==> src/rtl/fifo_rd_stream_if.sv <==
// ----------------------------------------------------------------------------
// fifo_rd_stream_if
// Bundles the two buses of the FIFO read-side adapter:
//   - FIFO read port : empty (FIFO -> adapter), rdreq (adapter -> FIFO),
//                      q (FIFO -> adapter, valid a fixed latency after rdreq)
//   - Output stream  : data/valid (adapter -> consumer), ready (consumer ->
//                      adapter), level (words held in the adapter buffer)
// Modports:
//   master : the adapter (fifo_rd_stream) side
//   slave  : the environment side (FIFO plus consumer)
// ----------------------------------------------------------------------------
interface fifo_rd_stream_if #(
    parameter int DWIDTH     = 8,
    parameter int OBUF_DEPTH = 4
);
    localparam int LW = $clog2(OBUF_DEPTH) + 1;

    logic              empty;
    logic              rdreq;
    logic [DWIDTH-1:0] q;
    logic [DWIDTH-1:0] data;
    logic              valid;
    logic              ready;
    logic [LW-1:0]     level;

    modport master (
        input  empty, q, ready,
        output rdreq, data, valid, level
    );

    modport slave (
        output empty, q, ready,
        input  rdreq, data, valid, level
    );
endinterface

==> src/rtl/fifo_rd_stream.sv <==
// ----------------------------------------------------------------------------
// fifo_rd_stream
// Read-side adapter sitting directly behind a FIFO. It turns the FIFO's
// rdreq/q port (fixed read latency RD_LATENCY) into a valid/ready stream.
// Reads are issued autonomously while the FIFO has data and the output
// buffer is guaranteed to have room for every word already in flight, so
// consumer backpressure can never drop a word.
//
// Parameters:
//   DWIDTH      data word width
//   RD_LATENCY  cycles from rdreq to valid q (1..8)
//   OBUF_DEPTH  output buffer entries (power of 2, >= 2)
//
// Ports:
//   clk_i      single clock, all logic on posedge
//   srst_n_i   synchronous reset, active-low
//   flush_i    drops buffered and in-flight words (abort path only)
//   bus        fifo_rd_stream_if.master: empty/rdreq/q toward the FIFO,
//              data/valid/ready/level toward the consumer
//   beats_o    (FIFO_RD_STREAM_STATS_EN only) saturating transfer count
//   stalls_o   (FIFO_RD_STREAM_STATS_EN only) saturating valid&&!ready count
//
// Configuration macro: FIFO_RD_STREAM_STATS_EN adds the statistics counters.
// ----------------------------------------------------------------------------
module fifo_rd_stream #(
    parameter int DWIDTH     = 8,
    parameter int RD_LATENCY = 1,
    parameter int OBUF_DEPTH = 4
) (
    input  logic                  clk_i,
    input  logic                  srst_n_i,
    input  logic                  flush_i,
    fifo_rd_stream_if.master      bus
`ifdef FIFO_RD_STREAM_STATS_EN
    ,
    output logic [31:0]           beats_o,
    output logic [31:0]           stalls_o
`endif
);
    localparam int PW = $clog2(OBUF_DEPTH);
    localparam int LW = PW + 1;
    // Wide enough for level plus up to 8 outstanding reads.
    localparam int CW = LW + 4;

    logic [PW-1:0]         wr_ptr_q, wr_ptr_d;
    logic [PW-1:0]         rd_ptr_q, rd_ptr_d;
    logic [LW-1:0]         level_q, level_d;
    logic [RD_LATENCY-1:0] infl_q, infl_d;
    logic [DWIDTH-1:0]     mem_q [OBUF_DEPTH];

    logic [CW-1:0]         outstanding;
    logic                  rdreq;
    logic                  valid;
    logic                  push;
    logic                  pop;

    // Read issue: words already buffered plus reads still in flight must
    // leave room for one more. A pop in the same cycle is deliberately not
    // credited, which keeps overflow impossible without a pop->rdreq path.
    always_comb begin
        outstanding = CW'(level_q);
        for (int k = 0; k < RD_LATENCY; k++) begin
            outstanding = outstanding + CW'(infl_q[k]);
        end
        rdreq = srst_n_i && !bus.empty && !flush_i
                && (outstanding < CW'(OBUF_DEPTH));
        valid = (level_q != '0);
        // A flush discards the word landing this cycle and blocks any pop.
        push  = infl_q[RD_LATENCY-1] && !flush_i;
        pop   = valid && bus.ready && !flush_i;
    end

    // Next-state: in-flight shift register, pointers and level. A flush
    // empties the buffer by snapping rd_ptr onto wr_ptr.
    always_comb begin
        infl_d    = '0;
        infl_d[0] = rdreq;
        for (int k = 1; k < RD_LATENCY; k++) begin
            infl_d[k] = infl_q[k-1];
        end
        wr_ptr_d = wr_ptr_q + PW'(push);
        rd_ptr_d = rd_ptr_q + PW'(pop);
        level_d  = level_q + LW'(push) - LW'(pop);
        if (flush_i) begin
            infl_d   = '0;
            rd_ptr_d = wr_ptr_q;
            level_d  = '0;
        end
    end

    // State registers. The overflow check guards the read-issue rule.
    always_ff @(posedge clk_i) begin
        if (!srst_n_i) begin
            wr_ptr_q <= '0;
            rd_ptr_q <= '0;
            level_q  <= '0;
            infl_q   <= '0;
        end else begin
            assert (!(push && !pop && (level_q == LW'(OBUF_DEPTH))));
            wr_ptr_q <= wr_ptr_d;
            rd_ptr_q <= rd_ptr_d;
            level_q  <= level_d;
            infl_q   <= infl_d;
        end
    end

    // Buffer storage has no reset; entries are only read once level covers them.
    always_ff @(posedge clk_i) begin
        if (srst_n_i && push) begin
            mem_q[wr_ptr_q] <= bus.q;
        end
    end

    assign bus.rdreq = rdreq;
    assign bus.valid = valid;
    assign bus.data  = mem_q[rd_ptr_q];
    assign bus.level = level_q;

`ifdef FIFO_RD_STREAM_STATS_EN
    logic [31:0] beats_q, beats_d;
    logic [31:0] stalls_q, stalls_d;

    // Saturating counters; flush does not clear them, only reset does.
    always_comb begin
        beats_d  = beats_q;
        stalls_d = stalls_q;
        if (valid && bus.ready && (beats_q != 32'hFFFF_FFFF)) begin
            beats_d = beats_q + 32'd1;
        end
        if (valid && !bus.ready && (stalls_q != 32'hFFFF_FFFF)) begin
            stalls_d = stalls_q + 32'd1;
        end
    end

    always_ff @(posedge clk_i) begin
        if (!srst_n_i) begin
            beats_q  <= '0;
            stalls_q <= '0;
        end else begin
            beats_q  <= beats_d;
            stalls_q <= stalls_d;
        end
    end

    assign beats_o  = beats_q;
    assign stalls_o = stalls_q;
`endif
endmodule

==> src/flat_wrapper.sv <==
// flat-port wrapper written by rule: the top's interface ports become plain ports
module fifo_rd_stream_flat 
#(
    parameter int DWIDTH     = 8,
    parameter int RD_LATENCY = 1,
    parameter int OBUF_DEPTH = 4
)
  (clk_i, srst_n_i, flush_i, bus_empty, bus_q, bus_ready, bus_rdreq, bus_data, bus_valid, bus_level);
  fifo_rd_stream_if #(.DWIDTH(DWIDTH), .OBUF_DEPTH(OBUF_DEPTH)) bus_i ();
  input  logic clk_i;
  input  logic srst_n_i;
  input  logic flush_i;
  input wire logic [$bits(bus_i.empty)-1:0] bus_empty;
  input wire logic [$bits(bus_i.q)-1:0] bus_q;
  input wire logic [$bits(bus_i.ready)-1:0] bus_ready;
  output wire logic [$bits(bus_i.rdreq)-1:0] bus_rdreq;
  output wire logic [$bits(bus_i.data)-1:0] bus_data;
  output wire logic [$bits(bus_i.valid)-1:0] bus_valid;
  output wire logic [$bits(bus_i.level)-1:0] bus_level;
  assign bus_i.empty = bus_empty;
  assign bus_i.q = bus_q;
  assign bus_i.ready = bus_ready;
  assign bus_rdreq = bus_i.rdreq;
  assign bus_data = bus_i.data;
  assign bus_valid = bus_i.valid;
  assign bus_level = bus_i.level;
  fifo_rd_stream #(.DWIDTH(DWIDTH), .RD_LATENCY(RD_LATENCY), .OBUF_DEPTH(OBUF_DEPTH)) u_core (.clk_i(clk_i), .srst_n_i(srst_n_i), .flush_i(flush_i), .bus(bus_i));
endmodule
==> config.mk <==
export PLATFORM = sky130hd
export DESIGN_NAME = fifo_rd_stream_flat
export DESIGN_NICKNAME = d
export VERILOG_FILES = /design/src/rtl/fifo_rd_stream_if.sv /design/src/rtl/fifo_rd_stream.sv /design/src/flat_wrapper.sv
export SDC_FILE = /design/constraint.sdc
export NUM_CORES = 1
export LEC_CHECK = 0
export CAP_MARGIN = 40
export CORE_MARGIN = 1
export CORE_UTILIZATION = 30
export DETAILED_ROUTE_END_ITERATION = 6
export PLACE_DENSITY = 0.47
export SYNTH_ARGS = -nofsm -noshare
export SYNTH_HDL_FRONTEND = slang
export SYNTH_SLANG_ARGS = --single-unit
==> constraint.sdc <==
create_clock -name clk_i -period 2.4 [get_ports clk_i]
set_input_delay 0.36 -clock clk_i [delete_from_list [all_inputs] [get_ports clk_i]]
set_output_delay 0.36 -clock clk_i [all_outputs]
set_load 0.05 [all_outputs]
Yosys cells after proc, flatten, opt, wreduce, memory -nomap -nowiden
Memories as Yosys holds them, arrays and structs flattened. A register that Yosys moved wholly into a read port is not among the register bits.
Cells that the tools add are included.
- multipliers: 0
- divide/modulo/power cells: 0
- reduce and logical (&&, ||, !) cells: 11
- add/sub/neg operators: 5
- muxes and demuxes: 4
- bitwise logic cells: 1
- order comparisons: 1
- shifts and indexed selects: 0
- equal/unequal tests: 0
- operators by type and width (cell ; count):
    $logic_and 1x1->1 ; 7
    $lt 7x3->1 const B ; 1
    $add 2x1->2 ; 2
    $add 3x1->4 ; 1
    $mux 2 ; 2
    $add 3x1->3 ; 1
    $reduce_bool 3->1 ; 1
    $sub 3x1->3 ; 1
    $logic_not 1->1 ; 2
    $mux 1 ; 2
    $reduce_or 2->1 ; 1
    $not 1->1 ; 1
- memories kept: 1
- output and inout port bits: 13
- bits in registers: 8
- latch bits: 0
- input bits: 13
- ROM bits: 0
- bits in writable memories: 32
- memories (memory ; words ; bits a word ; read ports ; clocked after Yosys merged registers in ; wr ports ; RTL line ; text):
    u_core.mem_q ; 4 ; 8 ; 1 ; 1 ; 1 ; fifo_rd_stream.sv:49 ; logic [DWIDTH-1:0] mem_q [OBUF_DEPTH];

Logic depth before layout (Yosys ltp)
Gate-level depths: netlist of the first run.
- depth in word-level cells: 6
- gate-level depth with buffers: 7
- depth with buffers taken out: 7

Worst setup path after synthesis of the first run
OpenSTA, ideal clock, no wires.
- path kind: register to output
- from: register u_core.level_q[1], in the netlist u_core.bus.level[1]
- to: output bus_rdreq
- setup slack: -0.217 ns
- data required time: 2.040 ns
- path buffers: 0
- stages on the path, launching flop included: 5
- arrival: 2.257 ns
- cell sequence: dfxtp_1 > ha_1 > and4b_1 > mux2i_1 > nor3_1
- cells in the longest elaborated chain, start to end: 3
- ends and longest elaborated chain (item ; RTL line ; text):
    start: declaration ; fifo_rd_stream.sv:47 ; logic [LW-1:0] level_q, level_d;
    start signal: assignment ; fifo_rd_stream.sv:102 ; level_q <= level_d;
    $add 3x1->4 ; fifo_rd_stream.sv:63 ; outstanding = outstanding + CW'(infl_q[k]);
    $lt 7x3->1 ; fifo_rd_stream.sv:66 ; && (outstanding < CW'(OBUF_DEPTH));
    $logic_and 1x1->1 ; fifo_rd_stream.sv:66 ;
    end: declaration ; flat_wrapper.sv:16 ; output wire logic [$bits(bus_i.rdreq)-1:0] bus_rdreq;
Every way passes these cells.

Final worst setup path of the first run
- from: register u_core.level_q[1], in the netlist u_core.bus.level[1]
- to: output bus_valid
- cells in the longest elaborated chain, start to end: 1
- ends and longest elaborated chain (item ; RTL line ; text):
    $reduce_bool 3->1 ; fifo_rd_stream.sv:67 ; valid = (level_q != '0);
    end: declaration ; flat_wrapper.sv:18 ; output wire logic [$bits(bus_i.valid)-1:0] bus_valid;
Every way passes these cells.

==> results.toml, run 1 <==
[status]
outcome = "finished, final reports clean"

[synthesis]
syn_nets = 107
synth_warnings = 0
synth_top_area_cell = "edfxtp_1"
ys_seq_area_share_pct = 69.7
yosysUniqueCellTypes = 27
synth_area_per_cell_sq_um = 17.9
syn-cell-area_sq_um = 1610
synth_top_area_share_pct = 59.7
async_flop_share_pct = 0
synth_area_leaders = "edfxtp_1 60%, mux4_2 11%, dfxtp_1 10%"
ys_ff_latch = 40
synth_commonest_cells = "32 x edfxtp_1, 8 x dfxtp_1, 8 x mux4_2"
synth_edf_count = 32
ys.flop_type = "edfxtp_1"
yosysMostFrequentCell = "edfxtp_1"
synth_cells = 90

[timing]
fin_skew_ns = 0.00485
final_max_slew_viol_count = 0
hold_viol_final = 0
finalSetupViolations = 0
worstMarginPinSlew_ns = 0.496
fmax_mhz = 443
fin_ws_ns = 0.141
fin_crit_ns = 2.26
relSlewSlack_pct = 66.8
rsz0062_at_grt = "no"
fin_tns_setup_ns = 0
finalCritPeriodShare_pct = 94.1

[critical_path]
reg2reg_slack_ns = 0.49
worstPathArrival_ns = 1.90
slowest_delay_ns = 0.71
worstRegToRegCells = 6
slowest_stage = "clkdlybuf4s50_1"
r2r_end = "u_core.bus.level[1]"
worstSetupPathDepth = 2
critPathCaptureType = "primary output"
r2r-start = "u_core.bus.level[1]"
cp-start-kind = "flip-flop"
cp_max_fo = 8
worst-path-buf-inv = 1
critical_path_class = "flip-flop to primary output"
cp_top_family = "buffers and inverters"
cp_cell_sequence = "or3_2, clkdlybuf4s50_1"
cp.required_ns = 2.04

[finish]
layout-drive-gt1-share_pct = 31.5
layout.nets = 146
fillCellCount = 509
n_antenna_cell = 0
multi_input_area_sq_um = 472
regArea_sq_um = 1120
area_growth_pct = 32.1

[detailed_routing]
remaining_drc_errors = 0
wl_per_cell_um = 15.2
drt-initial-drc-count = 31
met1Wirelength_mm = 1.26
drt_wl_total_mm = 3.04
viasPerCell = 4.61
vias = 922
antenna_left = 0
top_layer_used = "met4"
wl_met2_mm = 1.57
wl_met3_um = 178
firstDrtPassIters = 4

[pwr]
p_comb_share_pct = 8.2
intPower_mw = 1.17
p_sw_mw = 0.301
p_leak_nw = 0.753
p_clk_share_pct = 40.3
ir_worst_vdd_v = 0.000247
p_seq_share_pct = 51.5
switching_share_pct = 20.4
cellPowerDensity_nw_per_um2 = 693

[clocking]
ctsRootBufferMaster = "clkbuf_8"
insertion_delay_ns = 0.29
clock_path_buffers = 2
cts.sinks = 40
h-tree-depth = 2
cts_buffers = 5
clk_pin_slew_worst_paths_ns = 0.08
cts_tree = "yes"
cts_setup_buffers = 0
cts_resized = 0
cts_hold_buffers = 0

[die]
start_util_pct = 31.3
io_pins = 26
die_w_um = 75.2
dieArea_sq_um = 5660
core_sq_um = 5140
num_rows = 26
die_h_um = 75.2

[hold_path]
whs_endpoint = "u_core.rd_ptr_q[0]"
hold_path_class = "flip-flop to flip-flop"
min_path_cells = 2
min_from = "u_core.wr_ptr_q[0]"

[grt]
gr-total-overflow = 0
grt_max_degree = 13
grt_usage_pct = 12.9
grt_pass1_wl_mm = 4.92
antenna_found_initial = 0
grt_pass1_vias = 993

[placement]
portBuffers = 25
pre_cts_ws_ns = 0.109
gp_congestion = 0.703
place_hpwl_mm = 2.13

[run]
cap_violations = 0
==> layout by cell type, fill, tap and decap left out, types with 2 or more instances in the layout <==
cell             Yosys  layout
edfxtp_1            32      32
buf_4                0      17
clkdlybuf4s50_1      0      16
mux4_2               8       8
dfxtp_1              8       8
clkbuf_8             0       7
xor2_1               4       4
inv_1                3       3
o21ai_0              3       3
nand2_1              3       3
nor3_1               4       3
ha_1                 3       3
nor2_1               2       2
and2_1               2       2
and3_1               2       2
a21oi_1              2       2
==> through the flow <==
stage / area (sq um) / std cells / hold slack (ns) / util (%) / total power, mW
2_1_floorplan: 1610 / 90 / 0.439 / - / 0.841
3_3_place_gp: 2000 / 192 / 0.597 / 38.9 / 0.896
3_5_place_dp: 2000 / 192 / 0.602 / 38.9 / 0.897
4_1_cts: 2130 / 200 / 0.619 / 41.4 / 1.49
5_1_grt: 2130 / 200 / 0.639 / 41.4 / 1.53
6_report: 2130 / 200 / 0.614 / 41.4 / 1.47
==> flip-flops by register name, indices dropped and copies added (netlist names) <==
name / flops
u_core.rd_ptr_q: 2
u_core.bus.level: 3
u_core.wr_ptr_q: 2
u_core.mem_q: 32
u_core.infl_q: 1
==> area by class of cell <==
| type | count | area share (%) |
|---|---|---|
| clock inverters | 1 | 1.41 |
| inverters | 3 | 0.530 |
| multi-input cells | 45 | 22.2 |
| repair buffers | 34 | 14.5 |
| clock buffers | 7 | 4.53 |
| well taps | 70 | 4.12 |
| flip-flops and latches | 40 | 52.7 |
==> worst max-delay path by stage <==
| stage | start | slack (ns) | endpoint |
|---|---|---|---|
| 2_1_floorplan | u_core.bus.level[1] | 0.20 | bus_rdreq |
| 3_3_place_gp | bus_ready | 0.17 | u_core.bus.level[1] |
| 3_5_place_dp | bus_ready | 0.11 | u_core.bus.level[1] |
| 4_1_cts | u_core.bus.level[1] | 0.13 | bus_valid |
| 5_1_grt | u_core.bus.level[1] | 0.07 | bus_valid |
| 6_report | u_core.bus.level[1] | 0.14 | bus_valid |
==> worst min-delay path, cell delays in order (launching register included) <==
cell     delay, ns
dfxtp_1       0.36
o21ai_0       0.16
a21oi_1       0.05
==> kinds of logic after synthesis <==
kind of cell / Yosys count / share of synthesized area (%)
AO/OA/AOI/OAI: 8 / 3.81
AND/OR/NAND/NOR: 20 / 7.23
multiplexers: 9 / 11.8
XOR/XNOR: 4 / 2.18
adder cells (fa/ha/maj): 4 / 3.58
buffers and inverters: 5 / 1.71
flip-flops: 40 / 69.7
==> power by group through the flow <==
stage,clock [mW],sequential [mW],combinational (mW)
5_1_grt,0.644,0.760,0.129
3_3_place_gp,0,0.775,0.121
3_5_place_dp,0,0.776,0.122
6_report,0.594,0.759,0.120
4_1_cts,0.612,0.760,0.122
2_1_floorplan,0,0.773,0.0686
==> routing by layer <==
metal  vias up  GRT usage, %
met5         -             0
met2        21          21.9
li1        430             -
met4         0          4.94
met1       467          14.1
met3         4          6.16
Note: power is estimated with default switching activity, not from simulation.
==> run 2, diff against run 1 <==
Settings changed: CORE_MARGIN 1 to not set, GPL_TIMING_DRIVEN set to 0, SLEW_MARGIN set to 40.
==> run 2 against run 1 <==
Critical path depth unchanged. Non-clock buffer count decreased by 5. Count of clock-buffer cells in the layout decreased by 2. Critical path type unchanged. Highest routed layer unchanged.
==> results.toml, run 2 (synthesized netlist as in run 1, its figures left out) <==
[finish]
layout_common_cells = "32 x edfxtp_1, 16 x clkdlybuf4s50_1, 8 x mux4_2, 8 x dfxtp_1, 6 x dlygate4sd2_1"
fin_cells = 195
fillCellCount = 504
largest_register_ffs = 32
final_common_cell = "edfxtp_1"
layout.nets = 141
regMostFlops = "u_core.mem_q"
n_antenna_cell = 0
area_growth_pct = 29.1
layout-drive-gt1-share_pct = 22.4

[pwr]
p_leak_nw = 0.733
ir_worst_vdd_v = 0.000254
cellPowerDensity_nw_per_um2 = 673

[timing]
rsz0062_at_grt = "no"
fin_ws_ns = 0.160
worstMarginPinSlew_ns = 0.790
finalCritPeriodShare_pct = 93.3
fin_tns_setup_ns = 0
hold_viol_final = 0
hold_ws_ns = 0.618
fmax_mhz = 446
finalSetupViolations = 0
fin_skew_ns = 0.00303
final_max_slew_viol_count = 0
relSlewSlack_pct = 47.1
fin_crit_ns = 2.24

[critical_path]
cp.required_ns = 2.04
reg2reg_slack_ns = 0.49
cp-start-kind = "flip-flop"
cp_max_fo = 8
cp_cell_sequence = "or3_2, clkdlybuf4s50_1"
slowest_delay_ns = 0.71
worstPathArrival_ns = 1.88
critical_path_class = "flip-flop to primary output"
critPathCaptureType = "primary output"
slowest_stage = "clkdlybuf4s50_1"

[status]
outcome = "finished, final reports clean"

[placement]
gp_congestion = 0.723
pre_cts_ws_ns = -0.159
dp_cells = 187
place_hpwl_mm = 2.00
portBuffers = 25

[detailed_routing]
vias = 884
firstDrtPassIters = 4
viasPerCell = 4.53
antenna_left = 0
wl_per_cell_um = 15.1
remaining_drc_errors = 0
drt_wl_total_mm = 2.95
drt-initial-drc-count = 29

[clocking]
ctsRootBufferMaster = "clkbuf_8"
cts_hold_buffers = 0
cts_tree = "yes"
h-tree-depth = 2
clock_path_buffers = 2
cts_setup_buffers = 0
clk_pin_slew_worst_paths_ns = 0.07
insertion_delay_ns = 0.28
cts.sinks = 40
cts_buffers = 5
cts_resized = 7

[grt]
grt_pass1_wl_mm = 4.79
grt_max_degree = 13
grt_pass1_vias = 975
grt_usage_pct = 12.3
antenna_found_initial = 0
gr-total-overflow = 0

[die]
dieArea_sq_um = 5660
die_h_um = 75.2
die_w_um = 75.2
core_sq_um = 5140
io_pins = 26
start_util_pct = 31.3
num_rows = 26

[hold_path]
hold_path_class = "flip-flop to flip-flop"

[run]
cap_violations = 0
-- run 2: cell count changes in the layout (fill, tap and decap cells not counted) --
cell / change
buf_4: -17
dlygate4sd2_1: +6
buf_2: +3
clkbuf_8: -2
clkinv_1: +2
dlymetal6s2s_1: +2
nor3_1: -2
nor3_2: +2
buf_12: -1
buf_6: +1
clkbuf_2: +1
-- run 2: area by class of cell --
type                    instances  area (sq um)  area share (%)
repair buffers                 27           253            12.2
clock buffers                   5          68.8            3.31
flip-flops and latches         40          1120            54.0
clock inverters                 3          37.5            1.81
inverters                       3          11.3           0.542
well taps                      70          87.6            4.22
multi-input cells              45           482            23.2
plain buffers                   2          16.3           0.783
-- run 2: metrics by stage --
step	util, %	area [sq um]	total power [mW]
after floorplan	-	1610	0.841
after global routing	40.4	2080	1.44
after detailed placement	38.5	1980	0.899
after CTS	40.4	2080	1.41
final	40.4	2080	1.40
after global placement	38.0	1950	0.896
-- run 2: critical path, delay by kind of cell (launching register included) --
family	cells	cell delay (ns)
buffers and inverters	1	0.71
AND/OR/NAND/NOR	1	0.49
flip-flops	1	0.39
-- run 2: where the power goes --
| part | switching, mW | internal (mW) | total [mW] |
|---|---|---|---|
| logic | 0.0704 | 0.0494 | 0.120 |
| clock network | 0.219 | 0.303 | 0.521 |
| registers | 0.00416 | 0.752 | 0.757 |
| total | 0.293 | 1.10 | 1.40 |
-- run 2: final timing paths --
| kind | start | endpoint | cells past startpoint |
|---|---|---|---|
| setup / recovery | u_core.bus.level[1] | bus_valid | 2 |
| hold / removal | u_core.wr_ptr_q[0] | u_core.rd_ptr_q[0] | 2 |
| setup reg to reg | u_core.bus.level[1] | u_core.bus.level[1] | 6 |
| hold reg to reg | u_core.wr_ptr_q[0] | u_core.rd_ptr_q[0] | 2 |
-- run 2: metal layers --
metal	vias up	wire, um	GRT usage, %
met5	-	0	0
met3	5	173	4.02
met2	23	1470	21.4
li1	421	-	-
met1	435	1260	14.0
met4	0	42	4.94
==> run 3, diff against run 2 <==
Settings changed: PLACE_DENSITY 0.47 to not set.
==> run 3 against run 2 <==
Register-to-register slack is essentially flat. Sequential share of layout area grew 0.065 points. Via count rose by 1.6%. Final area fell by 0.12%. Clock skew grew 0.0022 ns. Maximum frequency is 0.56% lower. Critical endpoint unchanged. Largest power group unchanged. Highest routed layer unchanged.
==> results.toml, run 3 (synthesized netlist as in run 1, its figures left out) <==
[critical_path]
cp_cell_sequence = "or3_2, clkdlybuf4s50_1"
worstPathArrival_ns = 1.89
critPathCaptureType = "primary output"
cp-start-kind = "flip-flop"
slowest_stage = "clkdlybuf4s50_1"
critical_path_class = "flip-flop to primary output"
cp.required_ns = 2.04
cp_max_fo = 8
slowest_delay_ns = 0.71

[placement]
place_area_sq_um = 1980
pre_cts_ws_ns = -0.164
dp_cells = 187
gp_congestion = 0.744
place_hpwl_mm = 1.99
portBuffers = 25

[die]
io_pins = 26
dieArea_sq_um = 5660
die_w_um = 75.2
core_sq_um = 5140
num_rows = 26
die_h_um = 75.2
start_util_pct = 31.3

[finish]
regMostFlops = "u_core.mem_q"
fillCellCount = 500
layout.nets = 141
layout-drive-gt1-share_pct = 23.2
area_growth_pct = 28.9
largest_register_ffs = 32
layout_common_cells = "32 x edfxtp_1, 16 x clkdlybuf4s50_1, 8 x mux4_2, 8 x dlygate4sd2_1, 8 x dfxtp_1"
final_common_cell = "edfxtp_1"
fin_cells = 195
n_antenna_cell = 0
post-route-cell-area_sq_um = 2070

[clocking]
ctsRootBufferMaster = "clkbuf_8"
insertion_delay_ns = 0.29
cts_setup_buffers = 0
cts.sinks = 40
clock_path_buffers = 2
cts_resized = 9
cts_hold_buffers = 0
clk_pin_slew_worst_paths_ns = 0.07
cts_tree = "yes"
cts_buffers = 5
h-tree-depth = 2

[grt]
gr-total-overflow = 0
grt_usage_pct = 11.6
antenna_found_initial = 0
grt_pass1_wl_mm = 4.57
grt_pass1_vias = 877
grt_max_degree = 13

[detailed_routing]
drt-initial-drc-count = 48
antenna_left = 0
wl_per_cell_um = 14.8
viasPerCell = 4.61
firstDrtPassIters = 4
drt_wl_total_mm = 2.88
vias = 898
remaining_drc_errors = 0

[timing]
finalSetupViolations = 0
rsz0062_at_grt = "no"
fin_tns_setup_ns = 0
fin_ws_ns = 0.148
worstMarginPinSlew_ns = 0.742
relSlewSlack_pct = 50.3
fmax_mhz = 444
final_max_slew_viol_count = 0
finalCritPeriodShare_pct = 93.8
fin_crit_ns = 2.25
fin_skew_ns = 0.00519
hold_viol_final = 0

[run]
cap_violations = 0

[pwr]
ir_worst_vdd_v = 0.000221
cellPowerDensity_nw_per_um2 = 674
p_leak_nw = 0.717

[status]
outcome = "finished, final reports clean"

[hold_path]
hold_path_class = "flip-flop to flip-flop"
run 3: layout make-up:
class	count	area (sq um)	share of cell area [%]
sequential	40	1120	54.0
multi-input combinational	45	484	23.3
timing repair buffer	27	248	11.9
tap	70	87.6	4.22
clock buffer	5	68.8	3.32
clock inverter	3	37.5	1.81
buffer	2	16.3	0.784
inverter	3	11.3	0.543
run 3: path summary, 6_finish.rpt:
path                               to  slack [ns]           startpoint  depth (start not counted)
setup reg to reg  u_core.bus.level[1]        0.48  u_core.bus.level[1]                          6
setup / recovery            bus_valid        0.15  u_core.bus.level[1]                          2
hold reg to reg    u_core.rd_ptr_q[0]        0.61   u_core.wr_ptr_q[0]                          2
hold / removal     u_core.rd_ptr_q[0]        0.61   u_core.wr_ptr_q[0]                          2
run 3: metrics by stage:
stage | hold slack (ns) | power [mW] | util (%)
floorplan | 0.439 | 0.841 | -
global placement | 0.573 | 0.894 | 38.0
detailed placement | 0.610 | 0.899 | 38.5
CTS | 0.617 | 1.41 | 40.4
global route | 0.679 | 1.45 | 40.4
finish | 0.613 | 1.40 | 40.4
run 3: power breakdown:
| part | total (mW) | switching, mW | internal (mW) |
|---|---|---|---|
| sequential | 0.756 | 0.00408 | 0.752 |
| clock | 0.522 | 0.219 | 0.303 |
| combinational | 0.119 | 0.0704 | 0.0483 |
| total | 1.40 | 0.294 | 1.10 |
run 3: metal layers:
layer  track usage, %  wire length [um]  vias to the layer above
li1                 -                 -                      422
met1             13.9              1240                      445
met2             19.5              1440                       25
met3             4.28               169                        6
met4             3.70                34                        0
met5                0                 0                        -
run 3: worst max-delay path: cells and delay by family, from the launching register on:
kind | cells | cell delay (ns)
buf+inv | 1 | 0.71
flops | 1 | 0.40
simple gates | 1 | 0.50
